$ cat config.mk
export PLATFORM = sky130hd
export DESIGN_NAME = bitstuff_engine
export DESIGN_NICKNAME = d
export VERILOG_FILES = /design/src/rtl/usb_bs_pkg.sv /design/src/rtl/bs_src_arbiter.sv /design/src/rtl/bitstuff_engine.sv
export SDC_FILE = /design/constraint.sdc
export NUM_CORES = 1
export LEC_CHECK = 0
export ABC_AREA = 1
export CORE_ASPECT_RATIO = 1.75
export CORE_UTILIZATION = 25
export DETAILED_ROUTE_END_ITERATION = 12
export DONT_BUFFER_PORTS = 1
export HOLD_SLACK_MARGIN = 0.1
export PLACE_DENSITY = 0.39
export SLEW_MARGIN = 20
export SYNTH_ARGS = -nofsm -noshare
export SYNTH_HDL_FRONTEND = slang
export SYNTH_SLANG_ARGS = --single-unit
export TNS_END_PERCENT = 20
$ cat constraint.sdc
create_clock -name clock -period 1.4 [get_ports clock]
set_input_delay 0.14 -clock clock [delete_from_list [all_inputs] [get_ports clock]]
set_output_delay 0.14 -clock clock [all_outputs]
set_load 0.1 [all_outputs]
$ cat src/rtl/usb_bs_pkg.sv
// Shared types and defaults for the bit-stuffing engine.
// Holds the FSM state encoding, default geometry constants, and the helper
// used to size the run and bit-index counters.
package usb_bs_pkg;

    // Engine states: waiting for a source, passing PID bits through unchanged,
    // counting runs of 1s, and emitting one stuffed 0.
    typedef enum logic [1:0] {
        ST_IDLE  = 2'd0,
        ST_SKIP  = 2'd1,
        ST_COUNT = 2'd2,
        ST_STUFF = 2'd3
    } bs_state_e;

    localparam int DEF_NUM_SRC   = 2;
    localparam int DEF_RUN_LEN   = 6;
    localparam int DEF_SKIP_BITS = 8;
    localparam int DEF_STUFF_W   = 8;

    // Bits needed for a counter whose value range is 0..n-1.
    // Callers pass (max_value + 1), so the counter can hold max_value.
    // It never returns less than 1, so a zero-range counter stays declarable.
    function automatic int cnt_width(input int n);
        return (n <= 1) ? 1 : $clog2(n);
    endfunction

endpackage

$ cat src/rtl/bs_src_arbiter.sv
// Source selection for the bit-stuffing engine.
// While unlocked (engine idle), the lowest-index valid source is presented
// combinationally and captured every cycle. While locked (a packet is in
// flight), the captured index is held so other sources cannot interrupt.
module bs_src_arbiter #(
    parameter int NUM_SRC = 2,
    parameter int SEL_W   = 1
) (
    input  logic               i_clk,
    input  logic               i_rst_n,
    input  logic [NUM_SRC-1:0] i_valid,
    input  logic               i_locked,
    output logic [SEL_W-1:0]   o_sel
);

    logic [SEL_W-1:0] w_pick;
    logic [SEL_W-1:0] r_sel;

    // Fixed priority pick: the lowest valid index wins.
    always_comb begin
        w_pick = '0;
        for (int i = NUM_SRC - 1; i >= 0; i--) begin
            if (i_valid[i]) begin
                w_pick = SEL_W'(i);
            end
        end
    end

    // Track the pick while unlocked, then freeze it for the packet.
    always_ff @(posedge i_clk or negedge i_rst_n) begin
        if (!i_rst_n) begin
            r_sel <= '0;
        end else if (!i_locked) begin
            r_sel <= w_pick;
        end
    end

    assign o_sel = i_locked ? r_sel : w_pick;

endmodule

$ cat src/rtl/bitstuff_engine.sv
// Serial bit-stuffing engine.
// Locks onto one of NUM_SRC serial sources and streams its bits out with
// zero latency. The first SKIP_BITS bits of a packet pass through untouched.
// After that, every RUN_LEN consecutive 1s cause a stuffed 0 to be inserted,
// and the source is stalled for that cycle. A packet ends when the selected
// source drops valid. If a run completes on the last bit, the trailing
// stuffed 0 is still emitted before returning to idle.
//
// Handshake: on a given cycle a bit moves from source s to the output exactly
// when src_valid[s] && src_ready[s]. That bit appears on out_bit in the same
// cycle, with out_valid high. A stuffed cycle shows out_valid high while every
// src_ready is low.
module bitstuff_engine
    import usb_bs_pkg::*;
#(
    parameter int NUM_SRC   = DEF_NUM_SRC,
    parameter int RUN_LEN   = DEF_RUN_LEN,
    parameter int SKIP_BITS = DEF_SKIP_BITS,
    parameter int STUFF_W   = DEF_STUFF_W
) (
    input  logic               clock,
    input  logic               reset_n,
    input  logic [NUM_SRC-1:0] src_valid,
    input  logic [NUM_SRC-1:0] src_bit,
    output logic [NUM_SRC-1:0] src_ready,
    output logic               out_bit,
    output logic               out_valid,
    output logic [STUFF_W-1:0] stuff_cnt,
    output logic               pkt_done,
    output bs_state_e          dbg_state
);

    localparam int RUN_W = cnt_width(RUN_LEN + 1);
    localparam int IDX_W = cnt_width(SKIP_BITS + 1);
    localparam int SEL_W = (NUM_SRC > 1) ? $clog2(NUM_SRC) : 1;

    localparam logic [RUN_W-1:0] RUN_MAX  = RUN_W'(RUN_LEN);
    localparam logic [IDX_W-1:0] IDX_SAT  = IDX_W'(SKIP_BITS);
    localparam logic [IDX_W-1:0] IDX_LAST = IDX_W'((SKIP_BITS > 0) ? SKIP_BITS - 1 : 0);

    bs_state_e        r_state;
    bs_state_e        w_next_state;
    logic [RUN_W-1:0] r_run;
    logic [RUN_W-1:0] w_run_next;
    logic [RUN_W-1:0] w_run_inc;
    logic [IDX_W-1:0] r_idx;
    logic [IDX_W-1:0] w_idx_next;
    logic [STUFF_W-1:0] r_stuff_cnt;
    logic [STUFF_W-1:0] w_stuff_next;

    logic [SEL_W-1:0] w_sel;
    logic             w_sel_valid;
    logic             w_sel_bit;
    logic             w_locked;

    // The selection stays open only in IDLE; in every other state the
    // captured source index is held.
    assign w_locked = (r_state != ST_IDLE);

    bs_src_arbiter #(
        .NUM_SRC (NUM_SRC),
        .SEL_W   (SEL_W)
    ) u_arbiter (
        .i_clk    (clock),
        .i_rst_n  (reset_n),
        .i_valid  (src_valid),
        .i_locked (w_locked),
        .o_sel    (w_sel)
    );

    // In IDLE w_sel is the live priority pick, so w_sel_valid there means
    // "some source is valid"; in a packet it is the locked source's valid.
    assign w_sel_valid = src_valid[w_sel];
    assign w_sel_bit   = src_bit[w_sel];
    assign w_run_inc   = r_run + 1'b1;

    // State register plus the run, bit-index and stuff counters.
    always_ff @(posedge clock or negedge reset_n) begin
        if (!reset_n) begin
            r_state     <= ST_IDLE;
            r_run       <= '0;
            r_idx       <= '0;
            r_stuff_cnt <= '0;
        end else begin
            r_state     <= w_next_state;
            r_run       <= w_run_next;
            r_idx       <= w_idx_next;
            r_stuff_cnt <= w_stuff_next;
        end
    end

    // Next-state and counter update logic.
    always_comb begin
        w_next_state = r_state;
        w_run_next   = r_run;
        w_idx_next   = r_idx;
        w_stuff_next = r_stuff_cnt;
        case (r_state)
            ST_IDLE, ST_SKIP, ST_COUNT: begin
                if (w_sel_valid) begin
                    // A packet start resets the count shown for the packet.
                    if (r_state == ST_IDLE) begin
                        w_stuff_next = '0;
                    end
                    if (r_idx < IDX_SAT) begin
                        // PID region: bits pass through and the run stays at 0.
                        // r_idx is always 0 in IDLE, so a packet start lands
                        // here whenever SKIP_BITS > 0.
                        w_run_next   = '0;
                        w_idx_next   = r_idx + 1'b1;
                        w_next_state = (r_idx < IDX_LAST) ? ST_SKIP : ST_COUNT;
                    end else if (w_sel_bit) begin
                        if (w_run_inc == RUN_MAX) begin
                            w_run_next   = '0;
                            w_next_state = ST_STUFF;
                        end else begin
                            w_run_next   = w_run_inc;
                            w_next_state = ST_COUNT;
                        end
                    end else begin
                        w_run_next   = '0;
                        w_next_state = ST_COUNT;
                    end
                end else if (r_state != ST_IDLE) begin
                    // The selected source dropped valid, so the packet ends.
                    w_next_state = ST_IDLE;
                    w_run_next   = '0;
                    w_idx_next   = '0;
                end
            end
            ST_STUFF: begin
                if (r_stuff_cnt != {STUFF_W{1'b1}}) begin
                    w_stuff_next = r_stuff_cnt + 1'b1;
                end
                w_run_next = '0;
                if (w_sel_valid) begin
                    w_next_state = ST_COUNT;
                end else begin
                    w_next_state = ST_IDLE;
                    w_idx_next   = '0;
                end
            end
            default: begin
                w_next_state = ST_IDLE;
                w_run_next   = '0;
                w_idx_next   = '0;
            end
        endcase
    end

    // Output decode. Outputs are forced low while reset is asserted, so an
    // active source cannot leak through during reset.
    always_comb begin
        src_ready = '0;
        out_valid = 1'b0;
        out_bit   = 1'b0;
        pkt_done  = 1'b0;
        if (reset_n) begin
            case (r_state)
                ST_IDLE, ST_SKIP, ST_COUNT: begin
                    if (w_sel_valid) begin
                        src_ready[w_sel] = 1'b1;
                        out_valid        = 1'b1;
                        out_bit          = w_sel_bit;
                    end else if (r_state != ST_IDLE) begin
                        pkt_done = 1'b1;
                    end
                end
                ST_STUFF: begin
                    out_valid = 1'b1;
                    out_bit   = 1'b0;
                    pkt_done  = !w_sel_valid;
                end
                default: begin
                    out_valid = 1'b0;
                end
            endcase
        end
    end

    assign stuff_cnt = r_stuff_cnt;
    assign dbg_state = r_state;

endmodule

==> results of run 1 <==
cell usage after synthesis, drive strengths merged:
cell type / n
o21ai: 6
nand3b: 1
buf: 1
nand2: 73
nor3: 3
nand3: 14
dfrtp: 18
o21bai: 1
ha: 6
a21oi: 3
inv: 24
nor4: 1
nand4: 4
xor2: 2
nor2: 21
registers in the layout, summed over array words and instances (netlist names):
| signal | cells |
|---|---|
| stuff_cnt | 8 |
| r_run | 3 |
| r_idx | 4 |
| dbg_state | 2 |
| u_arbiter.r_sel | 1 |
worst paths after layout:
kind,startpoint,endpoint,slack [ns]
worst max-delay path,dbg_state[1],pkt_done,-0.49
worst min-delay path,src_bit[1],dbg_state[0],0.24
min in group asynchronous,reset_n,r_run[1],0.47
worst min register to register,r_run[2],r_run[2],0.51
max in group asynchronous,reset_n,dbg_state[1],0.23
worst max register to register,dbg_state[1],r_run[0],-0.27
power by group:
part | switching [mW] | total [mW] | internal [mW]
logic | 1.64 | 2.61 | 0.973
clock network | 0.204 | 0.454 | 0.250
registers | 0.0925 | 0.722 | 0.629
metrics by stage:
step	worst slack [ns]	cells	area [sq um]	hold slack, ns
floorplan	-0.9279	178	1285	-0.1556
global placement	-0.2591	262	1655	-0.1550
detailed placement	-0.2728	262	1655	-0.1551
CTS	-0.5142	271	1826	0.2430
global route	-0.5738	273	1846	0.2586
finish	-0.4922	273	1846	0.2397
final cells by class:
type / count / area share, %
flip-flops and latches: 18 / 24.81
multi-input cells: 135 / 43.32
well taps: 52 / 3.525
inverters: 24 / 5.153
clock buffers: 4 / 2.983
repair buffers: 40 / 20.20
logic make-up after synthesis:
kind of cell / count (synthesis)
flip-flops: 18
buffers and inverters: 25
AO/OA/AOI/OAI: 10
XOR/XNOR: 2
AND/OR/NAND/NOR: 117
adder cells (fa/ha/maj): 6
what timing repair did:
action / in CTS / in global routing
hold endpoints to repair: 18 / 0
hold buffers: 1 / 0
gates resized for setup: 21 / 3
pin swaps: 4 / 3
buffers inserted: 4 / 2
setup endpoints to repair: 22 / 22
worst reg2reg max path, cell delays in order (launching register included):
cell	delay, ns
dfrtp_4	0.49
inv_4	0.07
ha_4	0.15
nand3_1	0.14
buf_4	0.17
nand3_1	0.07
nand2_2	0.06
buf_4	0.13
buf_4	0.13
nand4_1	0.09
nand2_1	0.05
layer usage:
| layer | wire (um) | part of all wire [%] | GRT usage, % |
|---|---|---|---|
| met1 | 1332 | 38 | 16.14 |
| met2 | 1981 | 56 | 30.02 |
| met3 | 116 | 3.3 | 3.074 |
| met4 | 87 | 2.5 | 7.479 |
| met5 | 0 | 0 | 0 |
==> impl_metrics.yaml, run 1 <==
timing:
  drv_slew: 0
  fin_setup_tns_ns: -5.034
  period_minus_slack_ns: 1.892
  hold_viol: 0
  worst-slew-pin-transition_ns: 0.9682
  max_freq_ghz: 0.5285
  final.setup_skew_ns: 0.005180
  setup_slack_ns: -0.4922
  maxSlewHeadroom_pct: 35.24
  rsz0062_at_grt: "yes"
  setup_viol: 22
  min_period_over_period_pct: 135.2
yosys:
  avgSynthCellArea_sq_um: 6.818
  muxShareOfSynthArea_pct: 0
  synthTopCellsByArea: "dfrtp_1 (37%), nand2_1 (21%), inv_1 (6.8%), ha_1 (6.2%), nor2_1 (5.9%)"
  yosys_warnings: 0
  synth_simple_gate_area_share_pct: 43.09
  netlist_instances: 178
  synth_xor_area_share_pct: 1.443
  synth_top_area_share_pct: 37.11
  seq_area_frac_synth_pct: 37.11
  yosys.area.top_type: "dfrtp_1"
  synth_area_sq_um: 1214
  synth_compound_area_share_pct: 4.330
  syn_nets: 190
  synthDistinctLibCells: 21
  synth_top_family_by_area: "simple AND/OR/NAND/NOR gates"
  synth_fa_ha_area_share_pct: 6.186
  ys_seq_elements: 18
power_and_ir_drop:
  peakVddDrop_mv: 1.153
  total_power_mw: 3.788
  power.leakage_nw: 0.9396
  p_per_area_nw_per_um2: 2053
layout:
  final_cell_mix: "nand2_1 (62), buf_4 (32), inv_1 (16), dfrtp_1 (16), nor2_1 (15)"
  drive_above_1_share_pct: 36.20
  n_fill_cell: 493
  multi_input_area_sq_um: 799.5
  nNetsFinal: 234
  final_common_cell: "nand2_1"
  ff_latch_area_sq_um: 457.9
  utilization_pct: 39.55
  diodes: 0
  syn2layout_area_growth_pct: 52.06
global_routing:
  grtUsageTotal_pct: 16.28
  antenna_found_initial: 0
  grt_pass1_wl_um: 5982
  grt_pass1_vias: 1306
  overflow: 0
  grt_max_degree: 19
placement:
  io_buffers: 0
  gp_congestion: 0.8504
  hpwl_um: 2692
clock_network:
  clkTransAtPathRegs_ns: 0.08
  cts_buffers: 3
  clock_latency_ns: 0.26
  clockBufferDepth: 2
  clock-sinks: 18
  htreeDepth: 1
  cts_tree: "done"
  clockRootBuffer: "clkbuf_8"
floorplan:
  die_w_um: 54.67
  die_height_um: 94.17
  coreArea_sq_um: 4666
  die-area_sq_um: 5148
  initial_core_util_pct: 26.01
  rows: 33
  io_pins: 21
min_path:
  hold_class: "input port to flip-flop"
  hold_depth: 6
critical_path:
  reg2reg_depth: 10
  critPathKind: "flip-flop to output pin"
  path_delay_family: "flip-flops"
  cp_max_fo: 4
  slowest_stage: "dfrtp_4"
  slowest_delay_ns: 0.49
  start_kind: "flip-flop"
  path_buf_inv: 4
  end_kind: "output pin"
  cp_cell_sequence: "inv_4 > ha_4 > inv_4 > nand2_4 > nand3_4 > nand2_4 > inv_2 > nor3_4 > buf_12"
  cp.depth: 9
  cp.required_ns: 1.26
  critPathArrivalTime_ns: 1.75
drt:
  wl_um: 3517
  vias: 1236
  routed_via_density: 4.527
  wl_per_cell_um: 12.88
  drt-initial-drc-count: 17
  drt_first_pass_iters: 4
  drcViolationCount: 0
  postRouteAntennaNets: 0
job:
  drv_cap: 0
run_status:
  violations: "negative setup slack"
  outcome: "complete, but fails checks"
No activity file was read; power rests on OpenSTA's default activity.
==> run 2: changes to the inputs <==
--- a/config.mk
+++ b/config.mk
@@ -7,11 +7,13 @@
 export LEC_CHECK = 0
 export ABC_AREA = 1
 export CORE_ASPECT_RATIO = 1.75
-export CORE_UTILIZATION = 25
+export CORE_UTILIZATION = 50
 export DETAILED_ROUTE_END_ITERATION = 12
 export DONT_BUFFER_PORTS = 1
+export GPL_TIMING_DRIVEN = 0
 export HOLD_SLACK_MARGIN = 0.1
-export PLACE_DENSITY = 0.39
+export PLACE_DENSITY = 0.67
+export SETUP_SLACK_MARGIN = 0.02
 export SLEW_MARGIN = 20
 export SYNTH_ARGS = -nofsm -noshare
 export SYNTH_HDL_FRONTEND = slang
==> impl_metrics.yaml, run 2 (synthesis results as in run 1) <==
floorplan:
  io_pins: 21
  die_w_um: 39.25
  initial_core_util_pct: 52.72
  die-area_sq_um: 2636
  coreArea_sq_um: 2302
  rows: 23
  die_height_um: 67.18
critical_path:
  critPathKind: "flip-flop to output pin"
  reg2reg_depth: 11
  cp_cell_sequence: "inv_4 > ha_4 > inv_4 > nand2_4 > nand3_4 > nand2_4 > inv_4 > nor3_4"
  end_kind: "output pin"
  slowest_delay_ns: 0.75
  critPathArrivalTime_ns: 2.24
  slowest_stage: "nor3_4"
  regToRegSetupSlack_ns: -0.58
  startpoint: "dbg_state[0]"
  start_kind: "flip-flop"
  cp_max_fo: 4
  r2r_end: "stuff_cnt[3]"
  cp.required_ns: 1.26
  path_common_cell: "inv_4"
  worstSetupEndpoint: "pkt_done"
  r2r_start: "dbg_state[0]"
clock_network:
  cts_buffers: 3
  clockRootBuffer: "clkbuf_8"
  clock_latency_ns: 0.26
  cts_tree: "done"
  clock-sinks: 18
  htreeDepth: 1
  clockBufferDepth: 2
  clkTransAtPathRegs_ns: 0.07
timing:
  drv_slew: 0
  maxSlewHeadroom_pct: 33.93
  rsz0062_at_grt: "yes"
  setup_slack_ns: -0.9844
  period_minus_slack_ns: 2.384
  max_freq_ghz: 0.4194
  setup_viol: 23
  final.setup_skew_ns: 0.002910
  hold_viol: 0
  min_period_over_period_pct: 170.3
  holdWs_ns: 0.1805
  worst-slew-pin-transition_ns: 0.9878
run_status:
  violations: "negative setup slack"
  outcome: "complete, but fails checks"
drt:
  drcViolationCount: 0
  vias: 1183
  postRouteAntennaNets: 0
  wl_per_cell_um: 13.45
  drt-initial-drc-count: 23
  wl_um: 3026
  routed_via_density: 5.258
  drt_first_pass_iters: 4
placement:
  hpwl_um: 2098
  gp_congestion: 0.7007
  io_buffers: 0
job:
  drv_cap: 0
global_routing:
  grt_pass1_vias: 1162
  grtUsageTotal_pct: 26.62
  antenna_found_initial: 0
  grt_pass1_wl_um: 4836
  grt_max_degree: 19
  overflow: 0
layout:
  n_fill_cell: 193
  utilization_pct: 70.05
  nNetsFinal: 213
  drive_above_1_share_pct: 32.00
  largest_reg_flops: 8
  final_common_cell: "nand2_1"
  diodes: 0
  syn2layout_area_growth_pct: 32.89
  final_cell_mix: "nand2_1 (63), inv_1 (17), nor2_1 (16)"
power_and_ir_drop:
  power.leakage_nw: 0.7994
  p_per_area_nw_per_um2: 2109
  total_power_mw: 3.402
  peakVddDrop_mv: 1.491
min_path:
  hold_class: "input port to flip-flop"
## run 2: cell types whose count changed in the layout (fill, tap and decap cells not counted), sizes merged
| cell | before | now |
|---|---|---|
| buf | 39 | 18 |
## run 2: power breakdown
group	switching, mW	internal, mW	total, mW
logic	1.22	0.694	1.92
registers	0.414	0.629	1.04
clock network	0.190	0.250	0.441
total	1.83	1.57	3.40
## run 2: timing repair
item | CTS | global route
setup endpoints to repair | 30 | 23
gates cloned | 0 | 0
hold endpoints to repair | 18 | 0
pin swaps | 12 | 8
gates resized for setup | 30 | 4
setup buffers | 12 | 4
hold buffers | 1 | 0
## run 2: stage by stage
| step | worst slack (ns) | instances | setup TNS (ns) | area (sq um) |
|---|---|---|---|---|
| 2_1_floorplan | -0.9279 | 178 | -9.556 | 1285 |
| 3_3_place_gp | -0.9998 | 203 | -12.46 | 1316 |
| 5_1_grt | -1.036 | 225 | -15.00 | 1613 |
| 6_report | -0.9844 | 225 | -13.30 | 1613 |
| 3_5_place_dp | -0.8666 | 204 | -12.49 | 1331 |
| 4_1_cts | -1.038 | 221 | -13.16 | 1573 |
## run 2: per-layer routing
layer  part of all wire, %  global-route usage, %  up-vias
met4                   1.5                  10.34        0
met5                     0                      0        -
met1                    37                  25.58      553
met3                   3.6                  4.276        5
met2                    58                  51.88       24
li1                      -                      -      601
## run 2: area by class of cell
cell class | count | area, sq um | share of cell area (%)
Inverter | 24 | 100.1 | 6.206
Buffer | 1 | 7.507 | 0.4655
Clock buffer | 4 | 55.05 | 3.413
Timing Repair Buffer | 18 | 163.9 | 10.16
Tap cell | 25 | 31.28 | 1.939
Multi-Input combinational cell | 135 | 787.0 | 48.80
Sequential cell | 18 | 467.9 | 29.01
## run 2: worst min path at each step
| stage | from | to | slack, ns | cells after the start |
|---|---|---|---|---|
| final | src_bit[1] | dbg_state[0] | 0.18 | 6 |
| after floorplan | reset_n | r_idx[0] | -0.16 | 0 |
| after CTS | src_bit[1] | dbg_state[0] | 0.20 | 6 |
| after global routing | src_bit[1] | dbg_state[0] | 0.25 | 6 |
| after global placement | reset_n | u_arbiter.r_sel | -0.16 | 0 |
| after detailed placement | reset_n | u_arbiter.r_sel | -0.16 | 0 |
## run 2: critical path: cells and delay by family, from the launching register on
family	cells	cell delay, ns
fa+ha+maj	1	0.15
buf+inv	3	0.20
flops	1	0.64
simple gates	4	0.98
